File: src/rtl/seqdet_pkg.sv
// seqdet_pkg: shared FSM states, reset defaults and length-mask helper for seqdet_prog
package seqdet_pkg;
    typedef enum logic [1:0] {UNCFG, HUNT, MATCH} state_t;
    localparam logic [7:0] DEFAULT_PATTERN = 8'b0001_1101;
    localparam int DEFAULT_LEN = 5;
    localparam bit DEFAULT_OVERLAP = 1'b1;
    // low len bits set; callers truncate to their pattern width
    function automatic logic [31:0] mask(input int unsigned len);
        return (len >= 32) ? '1 : (32'd1 << len) - 32'd1;
    endfunction
endpackage

File: src/rtl/seqdet_hist.sv
// seqdet_hist: serial history shift register with saturating fill counter
// Ports: clock, reset (sync, active-high); shift accepts sbit; clear_fill empties the
// fill count on the shifting edge; clear_all wipes history and fill;
// hist_n/fill_n are the combinational post-shift values used for the match compare.
module seqdet_hist #(
    parameter int MAX_LEN = 8,
    parameter int LEN_W = $clog2(MAX_LEN + 1)
) (
    input  logic               clock,
    input  logic               reset,
    input  logic               shift,
    input  logic               sbit,
    input  logic               clear_fill,
    input  logic               clear_all,
    output logic [MAX_LEN-1:0] hist_n,
    output logic [LEN_W-1:0]   fill_n
);
    logic [MAX_LEN-1:0] hist;
    logic [LEN_W-1:0] fill;
    always_comb begin
        hist_n = {hist[MAX_LEN-2:0], sbit};
        fill_n = (fill == LEN_W'(MAX_LEN)) ? fill : fill + LEN_W'(1);
    end
    always_ff @(posedge clock)
        if (reset || clear_all) begin
            hist <= '0;
            fill <= '0;
        end else if (shift) begin
            hist <= hist_n;
            fill <= clear_fill ? '0 : fill_n;
        end
endmodule

File: src/rtl/seqdet_prog.sv
// seqdet_prog: runtime-programmable serial sequence detector with Moore match pulse
// Ports: clock, reset (sync, active-high); datain sampled when din_valid;
// cfg_load latches cfg_pattern/cfg_len/cfg_overlap; dataout is the one-cycle match
// pulse; cfg_err flags an illegal cfg_len; match_count saturates at all-ones.
// Build option: SEQDET_MATCH_COUNT_EN builds the match counter, otherwise it reads 0.
module seqdet_prog
    import seqdet_pkg::*;
#(
    parameter int MAX_LEN = 8,
    parameter int LEN_W = $clog2(MAX_LEN + 1),
    parameter int CNT_W = 16,
    parameter logic [MAX_LEN-1:0] DEFAULT_PATTERN = MAX_LEN'(seqdet_pkg::DEFAULT_PATTERN),
    parameter int DEFAULT_LEN = seqdet_pkg::DEFAULT_LEN,
    parameter bit DEFAULT_OVERLAP = seqdet_pkg::DEFAULT_OVERLAP
) (
    input  logic               clock,
    input  logic               reset,
    input  logic               datain,
    input  logic               din_valid,
    input  logic               cfg_load,
    input  logic [MAX_LEN-1:0] cfg_pattern,
    input  logic [LEN_W-1:0]   cfg_len,
    input  logic               cfg_overlap,
    output logic               dataout,
    output logic               cfg_err,
    output logic [CNT_W-1:0]   match_count
);
    state_t state, state_n;
    logic [MAX_LEN-1:0] pattern, hist_n;
    logic [LEN_W-1:0] len, fill_n;
    logic overlap, legal, shift, hit;
    assign legal = (cfg_len != '0) && (32'(cfg_len) <= MAX_LEN);
    // a load in the same cycle as a valid bit drops the bit
    assign shift = din_valid && !cfg_load && (state != UNCFG);
    assign hit = shift && (fill_n >= len) &&
                 (((hist_n ^ pattern) & MAX_LEN'(mask(32'(len)))) == '0);
    assign dataout = (state == MATCH);
    seqdet_hist #(.MAX_LEN(MAX_LEN), .LEN_W(LEN_W)) u_hist (
        .clock      (clock),
        .reset      (reset),
        .shift      (shift),
        .sbit       (datain),
        .clear_fill (hit && !overlap),
        .clear_all  (cfg_load),
        .hist_n     (hist_n),
        .fill_n     (fill_n)
    );
    always_ff @(posedge clock)
        state <= reset ? HUNT : state_n;
    always_comb begin
        state_n = cfg_load ? (legal ? HUNT : UNCFG) :
                  (state == UNCFG) ? UNCFG : hit ? MATCH : HUNT;
    end
    always_ff @(posedge clock)
        if (reset) begin
            pattern <= DEFAULT_PATTERN;
            len     <= LEN_W'(DEFAULT_LEN);
            overlap <= DEFAULT_OVERLAP;
            cfg_err <= 1'b0;
        end else begin
            cfg_err <= cfg_load && !legal;
            if (cfg_load) begin
                pattern <= cfg_pattern;
                len     <= cfg_len;
                overlap <= cfg_overlap;
            end
        end
`ifdef SEQDET_MATCH_COUNT_EN
    always_ff @(posedge clock)
        if (reset || cfg_load)
            match_count <= '0;
        else if (hit && match_count != '1)
            match_count <= match_count + CNT_W'(1);
`else
    assign match_count = '0;
`endif
endmodule

File: config.mk
export PLATFORM = sky130hd
export DESIGN_NAME = seqdet_prog
export DESIGN_NICKNAME = d
export VERILOG_FILES = /design/src/rtl/seqdet_pkg.sv /design/src/rtl/seqdet_hist.sv /design/src/rtl/seqdet_prog.sv
export SDC_FILE = /design/constraint.sdc
export NUM_CORES = 1
export LEC_CHECK = 0
export BUFFER_PORTS_ARGS = -buffer_cell sky130_fd_sc_hd__buf_2
export CORE_ASPECT_RATIO = 0.9
export CORE_MARGIN = 4
export CORE_UTILIZATION = 45
export DETAILED_ROUTE_END_ITERATION = 8
export GPL_TIMING_DRIVEN = 0
export PLACE_DENSITY_LB_ADDON = 0.2
export SYNTH_ARGS = -nofsm -noshare
export SYNTH_HDL_FRONTEND = slang
export SYNTH_SLANG_ARGS = --single-unit
File: constraint.sdc
create_clock -name clock -period 2 [get_ports clock]
set_input_delay 0.2 -clock clock [delete_from_list [all_inputs] [get_ports clock]]
set_output_delay 0.2 -clock clock [all_outputs]
set_load 0.02 [all_outputs]
==> qor.yml <==
synth:
  yosysWarnings: 0
  synth_top_family_by_area: "simple AND/OR/NAND/NOR gates"
  synth_edf_count: 0
  synth_compound_area_share_pct: 13.8
  async_flop_share_pct: 0
  syn_inst: 177
  synthMuxAreaShare_pct: 8.38
  ys_seq_area_share_pct: 34.8
  synthAdderAreaFrac_pct: 5.64
  synth-simple-area-share_pct: 17.5
  yosysUniqueCellTypes: 41
  ys_seq_elements: 27
  postSynthAreaPerCell_um2: 8.77
  synth-xor-area-share_pct: 7.33
  synth-main-ff-cell: "dfxtp_1"
  synth_area_um2: 1550
power_and_ir_drop:
  power.share.sequential_pct: 50.9
  swShare_pct: 27.8
  intPower_w: 0.000817
  ir_drop_mv: 0.444
  pwr-share-comb_pct: 22.4
  pwr_density_cell_nw_per_um2: 576
  p_leak_nw: 0.891
  p_switching_w: 0.000315
  clkPwrFrac_pct: 26.7
grt:
  grt_pass1_vias: 1199
  grt_pass1_wl_mm: 5.51
  grt_usage_pct: 14.9
  grt_start_max_net_pins: 15
  antenna_found_initial: 0
  overflow: 0
placement:
  gp_congestion: 0.749
  dp_cells: 251
  dp_hpwl_mm: 2.42
  port_buffers: 17
timing:
  worstMarginPinSlew_ns: 0.632
  slew_headroom_pct: 57.9
  slew_violations: 0
  fmax_mhz: 436
  min_period_ns: 2.29
  clock_skew_ns: 0.00189
  worst_slack_ns: -0.294
  setup_viol: 6
  setup-tns-final_ns: -1.35
  period_share_pct: 115
  rsz0062_at_grt: "true"
  whs_ns: 0.149
  finalHoldViolations: 0
setup_path:
  worst-path-buf-inv: 1
  cp.arrival_ns: 2.49
  cp_top_family: "compound AO/OA/AOI/OAI gates"
  cp_cell_sequence: "inv_4 -> ha_4 -> nand2_4 -> nor2_4 -> xnor2_2 -> ha_1 -> nand2b_4 -> a211o_1 -> a21oi_2 -> a2111oi_4 -> a31oi_2 -> nor3b_2"
  cp.required_ns: 2.20
  start_kind: "register"
  timing_worst_setup_path_type: "reg -> reg"
  crit_fanout: 4
  slowest_delay_ns: 0.36
  cp-end-kind: "register"
  cp_slowest_cell: "dfxtp_2"
layout:
  nets: 251
  instances_no_fill: 267
  seqCellArea_um2: 552
  multi_input_area_um2: 946
  antennaDiodeCount: 0
  area_growth_pct: 26.7
  post_route_cells_drive_above_1_share_pct: 33.8
  final_core_util_pct: 61.7
  fillCellCount: 288
floorplan:
  num_rows: 19
  start_util_pct: 48.7
  die_x_um: 69.9
  core_area_um2: 3190
  design.die.area_um2: 4460
  pin_count: 36
  die_h_um: 63.7
clock_network:
  cts_tree: "yes"
  cts_max_level: 1
  path_clk_slew_ns: 0.09
  cts_buffers: 3
  cts_sinks: 27
  clock_latency_ns: 0.27
  cts_root_buffer: "clkbuf_8"
  clockBufferDepth: 2
  cts_hold_buf: 0
detailed_routing:
  vias: 1274
  firstDrtPassIters: 4
  routed_wl_mm: 3.33
  via_per_inst: 4.77
  ant_nets: 0
  drc: 0
  drt_iter0_markers: 95
  avgRoutedWirePerCell_um: 12.5
run_status:
  status: "complete, but fails checks"
  violations: "negative setup slack"
flow_run:
  cap_violations: 0
min_path:
  hold_path_class: "in -> reg"
-- synth_stat cells, drive strengths merged, types with 2 or more instances --
| library cell | instances | area [um^2] |
|---|---|---|
| clkbuf | 6 | 33.8 |
| mux2i | 13 | 130 |
| o21ai | 5 | 25.0 |
| a21oi | 12 | 60.1 |
| nand2 | 25 | 96.4 |
| buf | 18 | 135 |
| xor2 | 9 | 78.8 |
| nor2 | 13 | 48.8 |
| inv | 6 | 22.5 |
| nor3 | 4 | 20.0 |
| o21a | 2 | 15.0 |
| xnor2 | 4 | 35.0 |
| dfxtp | 27 | 541 |
| nor4 | 2 | 12.5 |
| nand3 | 2 | 10.0 |
| ha | 7 | 87.6 |
| nor2b | 3 | 18.8 |
-- placed cells by master (no fill, tap or decap), types with 2 or more instances in the layout --
| cell | netlist | routed |
|---|---|---|
| a21oi_1 | 12 | 11 |
| buf_2 | 0 | 17 |
| buf_4 | 16 | 29 |
| clkbuf_1 | 4 | 5 |
| clkbuf_8 | 1 | 4 |
| conb_1 | 1 | 16 |
| dfxtp_1 | 27 | 22 |
| dfxtp_2 | 0 | 3 |
| dfxtp_4 | 0 | 2 |
| ha_1 | 7 | 5 |
| ha_4 | 0 | 2 |
| inv_1 | 6 | 4 |
| mux2i_1 | 13 | 13 |
| nand2_1 | 24 | 23 |
| nand3_1 | 2 | 2 |
| nor2_1 | 13 | 12 |
| nor2b_1 | 3 | 3 |
| nor3_1 | 4 | 2 |
| nor3_2 | 0 | 2 |
| nor4_1 | 2 | 2 |
| o21a_1 | 2 | 2 |
| o21ai_0 | 5 | 5 |
| xnor2_1 | 4 | 3 |
| xor2_1 | 9 | 9 |
-- worst register-to-register path: cells and delay by family (launching register included) --
kind | cells | cell delay, ns
buf+inv | 1 | 0.05
simple gates | 4 | 0.45
fa+ha+maj | 2 | 0.45
flops | 1 | 0.36
xor+xnor | 1 | 0.14
compound gates | 4 | 0.76
-- power by group through the flow --
stage	registers, W	logic, W	clock network [W]
3_5_place_dp	0.000592	0.000225	0
5_1_grt	0.000578	0.000280	0.000333
3_3_place_gp	0.000591	0.000219	0
4_1_cts	0.000575	0.000246	0.000308
6_report	0.000576	0.000254	0.000303
2_1_floorplan	0.000588	0.000180	0
-- logic make-up after synthesis --
logic type	count (synthesis)
buf+inv	30
other cells	1
xor+xnor	13
simple gates	57
fa+ha+maj	7
flops	27
compound gates	29
mux	13
-- stage by stage --
stage	total power, W	worst slack, ns	area (um^2)
floorplan	0.000768	-0.139	1650
global placement	0.000811	-0.368	1780
detailed placement	0.000817	-0.393	1780
CTS	0.00113	-0.308	1920
global route	0.00119	-0.419	1970
finish	0.00113	-0.294	1970
-- flip-flops by register name, indices dropped and copies added, names as in the netlist --
name and flops:
cfg_err 1, pattern 8, state 2, u_hist.hist 7, u_hist.fill 4, len 4
overlap 1
-- per-layer routing --
metal  GRT usage (%)  up-vias  routed length [um]
li1                -      657                   -
met4            3.59        0                  38
met1            19.3      583                1480
met3            2.70        4                 112
met2            25.5       30                1690
met5               0        -                   0
-- area by class of cell --
type	instances	share of cell area [%]
Sequential cell	27	28.1
Tap cell	42	2.67
Timing Repair Buffer	30	9.29
Buffer	23	8.33
Multi-Input combinational cell	135	48.1
Inverter	6	1.27
Clock buffer	4	2.29
-- final timing paths --
check                                     from        endpoint  slack (ns)  cells past startpoint
worst max-delay path            u_hist.fill[0]  u_hist.fill[2]       -0.29                     12
worst min-delay path            cfg_pattern[4]      pattern[4]        0.15                      3
worst max register to register  u_hist.fill[0]  u_hist.fill[2]       -0.29                     12
worst min register to register  u_hist.hist[6]  u_hist.hist[6]        0.48                      2
-- what timing repair did --
| action | 4_1_cts | 5_1_grt |
|---|---|---|
| pin swaps | 12 | 4 |
| setup endpoints to repair | 6 | 6 |
| gates resized for setup | 11 | 4 |
| setup buffers | 10 | 3 |
Note: power is estimated with default switching activity, not from simulation.
